$ cat src/rtl/shiftreg_wrap.sv
// shiftreg_wrap: Depth-stage valid/data pipeline with one beat per cycle and no backpressure.
// Define SHIFTREG_DATA_RESET_EN to give the stage data registers an asynchronous reset to 0.
module shiftreg_wrap #(
   parameter int Depth     = 4,
   parameter int DataWidth = 32
) (
   input  logic                 clk_i,
   input  logic                 rst_ni,
   input  logic                 valid_i,
   input  logic [DataWidth-1:0] data_i,
   output logic                 valid_o,
   output logic [DataWidth-1:0] data_o
);

   if (Depth < 1 || Depth > 64) begin : g_depth_check
      $error("shiftreg_wrap: Depth %0d outside legal range 1..64", Depth);
   end
   if (DataWidth < 1 || DataWidth > 1024) begin : g_width_check
      $error("shiftreg_wrap: DataWidth %0d outside legal range 1..1024", DataWidth);
   end

   logic [Depth-1:0]     r_valid;
   logic [DataWidth-1:0] r_data    [Depth];
   logic [Depth-1:0]     w_load;
   logic [DataWidth-1:0] w_data_in [Depth];

   // Per-stage upstream valid/data: stage 0 sees the ports, stage k sees stage k-1.
   always_comb begin
      w_load       = '0;
      w_data_in    = '{default: '0};
      w_load[0]    = valid_i;
      w_data_in[0] = data_i;
      for (int k = 1; k < Depth; k++) begin
         w_load[k]    = r_valid[k-1];
         w_data_in[k] = r_data[k-1];
      end
   end

   // Valid bits shift every cycle, bubbles included.
   always_ff @(posedge clk_i or negedge rst_ni) begin
      if (!rst_ni) begin
         r_valid <= '0;
      end else begin
         for (int k = 0; k < Depth; k++) begin
            r_valid[k] <= w_load[k];
         end
      end
   end

`ifdef SHIFTREG_DATA_RESET_EN
   // Data words advance only behind a valid bit, so gaps keep the last payload.
   always_ff @(posedge clk_i or negedge rst_ni) begin
      if (!rst_ni) begin
         for (int k = 0; k < Depth; k++) begin
            r_data[k] <= '0;
         end
      end else begin
         for (int k = 0; k < Depth; k++) begin
            if (w_load[k]) begin
               r_data[k] <= w_data_in[k];
            end
         end
      end
   end
`else
   // Data words advance only behind a valid bit; no reset on the wide datapath.
   always_ff @(posedge clk_i) begin
      for (int k = 0; k < Depth; k++) begin
         if (w_load[k]) begin
            r_data[k] <= w_data_in[k];
         end
      end
   end
`endif

   assign valid_o = r_valid[Depth-1];
   assign data_o  = r_data[Depth-1];

endmodule

$ cat config.mk
export PLATFORM = sky130hd
export DESIGN_NAME = shiftreg_wrap
export DESIGN_NICKNAME = d
export VERILOG_FILES = /design/src/rtl/shiftreg_wrap.sv
export SDC_FILE = /design/constraint.sdc
export NUM_CORES = 1
export LEC_CHECK = 0
export CAP_MARGIN = 20
export CORE_ASPECT_RATIO = 0.75
export CORE_MARGIN = 2
export CORE_UTILIZATION = 45
export DETAILED_ROUTE_END_ITERATION = 16
export GPL_ROUTABILITY_DRIVEN = 0
export HOLD_SLACK_MARGIN = 0.08
export PLACE_DENSITY = 0.71
export SYNTH_ARGS = -nofsm -noshare
export SYNTH_HDL_FRONTEND = slang
export SYNTH_SLANG_ARGS = --single-unit
$ cat constraint.sdc
create_clock -name clk_i -period 1.54 [get_ports clk_i]
set_clock_uncertainty 0.05 [all_clocks]
set_input_delay 0.154 -clock clk_i [delete_from_list [all_inputs] [get_ports clk_i]]
set_output_delay 0.154 -clock clk_i [all_outputs]
set_load 0.05 [all_outputs]
# After elaboration in Yosys (flattened, before gate mapping)
# Memories as Yosys holds them, arrays and structs flattened.
# Cells that the tools add are included.
# classes
mul	0
div_mod_pow	0
n_lt_le_gt_ge	0
n_eq_ne	0
n_mux	8
n_bitwise	0
n_addsub	0
n_shift	0
n_reduce_logical	0
# ops
op	count
1-bit 2-to-1 mux	8
# totals
ff_bits	4
latch_bits	0
mem_count	1
mem_bits_ro	0
ram_bits	128
# memory_table
name	words	width	rd	rd_clocked_by_memory_dff	wr	line	text
r_data	4	32	4	0	4	23	logic [DataWidth-1:0] r_data [Depth];

# Depth between registers and ports, before layout
# Gate-level depths: netlist of the first run.
# logic_depth
word_depth	2
ltp_mapped	0
ltp_nobuf	0

# Worst setup path before layout of the first run
# Ideal clock, no wire load.
# synth_path
path_kind	flip-flop to flip-flop
from	register r_valid[0]
to	memory r_data[1][0], enable pin
t_arrival_ns	0.949
n_path_buf	0
required_ns	1.101
setup_ns	0.389
synth_period_minus_slack_ns	1.388
path_stages_with_launch	1
path_slack_ns	0.152
cell_sequence	dfrtp_1
# synth_rtl
item	line	text
start: declaration	22	logic [Depth-1:0] r_valid;
start signal: indexed assignment	45	r_valid[k] <= w_load[k];
end: declaration	23	

==> flow_summary_export.csv, run 1 <==
group,metric,value,unit
status,outcome,"completed",
power,seq_power_share,52.1,%
clock_tree,cts_setup_buffers,0,
drt,detail_route.wirelength,4767,µm
grt,first_global_vias,1490,
synth,yosysTopAreaCell,"sky130_fd_sc_hd__edfxtp_1",
power,power_switching,1.523,mW
setup_path,worst-endpoint-arrival,1.00,ns
final_layout,final_cell_mix,"128 x sky130_fd_sc_hd__edfxtp_1, 39 x sky130_fd_sc_hd__buf_4, 34 x sky130_fd_sc_hd__clkdlybuf4s50_1",
placed_design,dpl-instance-area,0.004732,mm²
setup_path,cp_data_required_time,1.34,ns
setup_path,worstSetupPathType,"reg2out",
final_layout,antenna_cells,0,
clock_tree,clock_transition_at_the_registers_of_the_reported_paths,0.05,ns
synth,yosysWarnings,0,
drt,detail_route.first_pass.iterations,4,
setup_path,worstPathCellList,"buf_4",
clock_tree,max-clock-path-buffers,2,
synth,post_syn_area_per_cell,29.88,µm²
floorplan,initial_util,46.45,%
final_layout,finished_layout_cells,347,
sta,clock.fmax,834.0,MHz
placed_design,pre_cts_ws,0.2939,ns
final_layout,nFillCells,589,
sta,setup_slack,0.3409,ns
floorplan,die_w,112.1,µm
drt,per_cell_routed_wire_length,13.74,µm
drt,vias_after_detailed_routing,1472,
placed_design,io_buffers,67,
final_layout,finish.net_count,261,
sta,worst_slew_pin_slew,0.2969,ns
setup_path,worst_setup_path_end_kind,"output pin",
clock_tree,clock_tree.root_cell,"sky130_fd_sc_hd__clkbuf_16",
grt,grt_first_pass_wirelength,7514,µm
final_layout,layout-drive-gt1-share,27.20,%
drt,final_antenna_net_count,0,
final_layout,post_layout_inst_area,0.005291,mm²
sta,slew_viol_final,0,
power,power_frac_comb,3.3,%
power,total_leakage_power,1.893,nW
sta,timing.slew.headroom,80.21,%
clock_tree,cts_hold_repair.buffers,1,
clock_tree,cts.repair.resized,0,
clock_tree,ctsHtreeMaxLevel,4,
setup_path,slowest_delay,0.39,ns
power,swShare,18.61,%
synth,synth_seq_cells,132,
clock_tree,clk_sink_count,132,
power,ir_worst_vdd,0.8882,mV
drt,drtIter0Drc,36,
final_layout,most_common_cell_after_layout_fill_and_taps_aside,"sky130_fd_sc_hd__edfxtp_1",
final_layout,area.growth.synth_to_final,34.17,%
floorplan,chipHeight,85.08,µm
sta,final.period_utilization,77.86,%
power,pwr_density_cell,1547,mW/mm²
clock_tree,worstSkewPairLatency,0.40,ns
flow_run,maxCapViolations,0,
synth,post-synth-top-area-fraction,97.46,%
grt,grt-ovfl-total,0,
power,clock_group_share_of_total_power,44.6,%
floorplan,rows,29,
drt,drc_errors,0,
synth,part_of_the_yosys_area_used_for_sequential_elements,100.0,%
sta,fin_hold_ws,0.2531,ns
sta,timing.setup.tns,0,ns
setup_path,crit_family,"flip-flops",
drt,routed_via_density,4.242,
setup_path,critical_path.max_fanout,1,
min_path,worstHoldPathType,"in2reg",
floorplan,design.portCount,68,
floorplan,core_region_area,0.008491,mm²
synth,mappedNetlistNets,167,
sta,grt_setup_unrepaired,"no",
grt,grtUsageTotal,11.21,%
grt,grt_antenna_before_repair,0,
floorplan,fp.dieArea,0.009537,mm²
setup_path,cpMaxStageDelayCell,"sky130_fd_sc_hd__edfxtp_1",
synth,syn_inst,132,
sta,min_period,1.199,ns
grt,grt_start_max_net_pins,34,
sta,hold_viol_final,0,
synth,yosysUniqueCellTypes,2,
power,int_pwr,6.662,mW
synth,mappedNetlistArea,0.003944,mm²
clock_tree,cts_buffers,17,
final_layout,n_multi_input_combinational_cell,0,
clock_tree,cts_tree,"yes",
placed_design,dpl.hpwl,2982,µm
setup_path,count_of_buffer_and_inverter_cells_on_the_critical_path,1,
final_layout,multi_input_area,0,µm²
synth,synth_area_leaders,"sky130_fd_sc_hd__edfxtp_1 97%, sky130_fd_sc_hd__dfrtp_1 2.5%",
setup_path,startpoint_type,"register",
placed_design,dp.cells,314,
sta,setup_viol_count_final,0,
-- cell families after synthesis --
| kind of cell | share of synthesized area (%) |
|---|---|
| DFF | 100.0 |
-- Yosys cell counts --
library cell and count:
sky130_fd_sc_hd__dfrtp_1 4, sky130_fd_sc_hd__edfxtp_1 128
-- through the flow --
step / utilization (%) / power (mW)
after floorplan: - / 4.422
after global placement: 55.73 / 4.594
after detailed placement: 55.73 / 4.608
after CTS: 62.32 / 8.280
after global routing: 62.32 / 8.474
final: 62.32 / 8.185
-- cell type report --
cell class | instances | area, µm² | share of cell area [%]
clock buffer | 19 | 432.9 | 8.182
tap | 108 | 135.1 | 2.554
clock inverter | 13 | 116.4 | 2.199
sequential | 132 | 3944 | 74.53
timing repair buffer | 75 | 663.1 | 12.53
-- routing by layer --
metal / vias to the layer above / share of wire, % / track usage (%)
met5: - / 0 / 0
met4: 0 / 0.76 / 6.984
met3: 6 / 6.4 / 5.286
met2: 47 / 55 / 18.46
met1: 692 / 38 / 11.75
li1: 727 / - / -
-- registers in the layout, summed over array words and instances, names as in the netlist --
name     cells
r_data     128
r_valid      4
-- final timing paths --
| kind | from | to | slack [ns] | depth (start not counted) |
|---|---|---|---|---|
| max | r_data[3][0] | data_o[0] | 0.34 | 1 |
| min | data_i[27] | r_data[0][27] | 0.25 | 1 |
| max reg2reg | r_valid[2] | r_data[3][10] | 0.40 | 1 |
| min reg2reg | r_data[0][29] | r_data[1][29] | 0.35 | 0 |
| max in group asynchronous | rst_ni | r_valid[2] | 0.79 | 2 |
| min in group asynchronous | rst_ni | r_valid[3] | 0.46 | 2 |
-- power groups by stage --
stage | Clock (mW) | Combinational, mW | Sequential, mW
2_1_floorplan | 0 | 0 | 4.42
3_3_place_gp | 0 | 0.271 | 4.32
3_5_place_dp | 0 | 0.274 | 4.33
4_1_cts | 3.74 | 0.278 | 4.26
5_1_grt | 3.90 | 0.291 | 4.28
6_report | 3.65 | 0.273 | 4.26
Note: power is estimated with default switching activity, not from simulation.
==> run 2, diff against run 1 <==
clock period = 1.15 ns   (was 1.54 ns; I/O delays follow)
==> run 2 against run 1 <==
Effect of this change: the flow now finishes with violations (setup timing); die area is the same; sequential power grew 35%; register-to-register slack worse by 0.17 ns; hold slack got worse by 0.035 ns; clock power grew 31%; sequential share of layout area shrank 6.0 points; critical path type unchanged; critical endpoint is now data_o[9].
==> flow_summary_export.csv, run 2 (synthesis results as in run 1) <==
group,metric,value,unit
status,outcome,"finished, violations left",
status,failing_checks,"setup timing",
sta,grt_setup_unrepaired,"yes",
floorplan,chipHeight,85.08,µm
floorplan,core_region_area,0.008491,mm²
power,total_leakage_power,2.069,nW
min_path,worstHoldPathType,"in2reg",
sta,timing.slew.headroom,86.31,%
grt,grt_first_pass_wirelength,7728,µm
clock_tree,worstSkewPairLatency,0.40,ns
setup_path,cpMaxStageDelayCell,"sky130_fd_sc_hd__edfxtp_1",
sta,setup_slack,-0.01834,ns
final_layout,finish.net_count,261,
setup_path,worst_setup_path_end_kind,"output pin",
final_layout,multi_input_area,0,µm²
final_layout,layout-drive-gt1-share,27.54,%
clock_tree,cts_buffers,17,
final_layout,finished_layout_cells,344,
grt,grtUsageTotal,11.79,%
sta,slew_viol_final,0,
setup_path,cp_data_required_time,0.99,ns
grt,grt_start_max_net_pins,34,
clock_tree,clk_sink_count,132,
floorplan,initial_util,46.45,%
clock_tree,clock_transition_at_the_registers_of_the_reported_paths,0.05,ns
final_layout,post_layout_inst_area,0.005761,mm²
setup_path,startpoint_type,"register",
clock_tree,clock_tree.root_cell,"sky130_fd_sc_hd__clkbuf_16",
drt,drc_errors,0,
placed_design,io_buffers,67,
drt,drtIter0Drc,57,
power,ir_worst_vdd,1.319,mV
drt,final_antenna_net_count,0,
drt,routed_via_density,4.407,
drt,detail_route.first_pass.iterations,4,
floorplan,design.portCount,68,
final_layout,reg.largest.list,"r_data (128), r_valid (4)",
final_layout,most_common_cell_after_layout_fill_and_taps_aside,"sky130_fd_sc_hd__edfxtp_1",
setup_path,worstSetupPathType,"reg2out",
sta,setup_viol_count_final,6,
setup_path,crit_family,"flip-flops",
final_layout,area.growth.synth_to_final,46.07,%
sta,min_period,1.168,ns
setup_path,slowest_delay,0.43,ns
clock_tree,cts_tree,"yes",
final_layout,nFillCells,538,
sta,timing.setup.tns,-0.05500,ns
final_layout,top_register,"r_data",
final_layout,max_reg_flops,128,
drt,vias_after_detailed_routing,1516,
setup_path,worstPathCellList,"buf_12",
floorplan,rows,29,
clock_tree,ctsHtreeMaxLevel,4,
setup_path,reg2reg_slack,0.23,ns
grt,grt_antenna_before_repair,0,
drt,per_cell_routed_wire_length,14.74,µm
drt,detail_route.wirelength,5069,µm
final_layout,antenna_cells,0,
placed_design,dp.cells,314,
power,pwr_density_cell,1907,mW/mm²
floorplan,fp.dieArea,0.009537,mm²
clock_tree,max-clock-path-buffers,2,
final_layout,final_cell_mix,"128 x sky130_fd_sc_hd__edfxtp_1, 40 x sky130_fd_sc_hd__buf_12, 34 x sky130_fd_sc_hd__clkdlybuf4s50_1",
grt,grt-ovfl-total,0,
setup_path,count_of_buffer_and_inverter_cells_on_the_critical_path,1,
sta,clock.fmax,855.9,MHz
power,report.power.total,10.99,mW
placed_design,dpl-instance-area,0.005224,mm²
setup_path,critical_path.max_fanout,1,
flow_run,maxCapViolations,0,
sta,hold_viol_final,0,
setup_path,worst-endpoint-arrival,1.00,ns
final_layout,n_multi_input_combinational_cell,0,
sta,final.period_utilization,101.6,%
floorplan,die_w,112.1,µm
sta,worst_slew_pin_slew,0.2047,ns
grt,first_global_vias,1618,
==> run 2: per-stage QoR <==
stage          utilization, %  setup slack [ns]  hold slack, ns
6_report                67.85          -0.01834          0.2185
5_1_grt                 67.85          -0.05754          0.1928
4_1_cts                 67.85          -0.04825          0.1970
3_5_place_dp            61.52          -0.05674          0.2990
3_3_place_gp            61.52          -0.05190          0.2950
2_1_floorplan               -           0.04527         -0.2306
==> run 2: timing repair <==
item | 4_1_cts | 5_1_grt
pin swaps | 0 | 0
hold buffers | 1 | 0
setup endpoints to repair | 32 | 33
buffers inserted | 0 | 0
hold endpoints to repair | 4 | 0
resized for setup | 0 | 0
==> run 2: routing by layer <==
layer / track usage, % / vias to the layer above / share of wire, %
li1: - / 726 / -
met1: 10.37 / 736 / 34
met2: 21.52 / 51 / 60
met3: 6.286 / 3 / 5.2
met4: 6.319 / 0 / 0.55
met5: 0 / - / 0
==> run 2: where the power goes <==
group | leakage (nW) | internal (mW) | switching, mW
combinational | 0.513 | 0.251 | 0.214
sequential | 1.30 | 5.64 | 0.0976
clock | 0.259 | 3.10 | 1.68
==> run 2: final timing paths <==
kind / start / to / depth (start not counted)
min in group asynchronous: rst_ni / r_valid[3] / 2
min: data_i[22] / r_data[0][22] / 1
min reg2reg: r_data[1][18] / r_data[2][18] / 0
max in group asynchronous: rst_ni / r_valid[0] / 2
max: r_data[3][9] / data_o[9] / 1
max reg2reg: r_valid[2] / r_data[3][24] / 1
==> run 2: cell type report <==
cell class	instances	area, µm²	area share [%]
clock buffers	20	436.7	7.580
well taps	108	135.1	2.346
flip-flops and latches	132	3948	68.53
clock inverters	9	90.09	1.564
repair buffers	75	1151	19.98
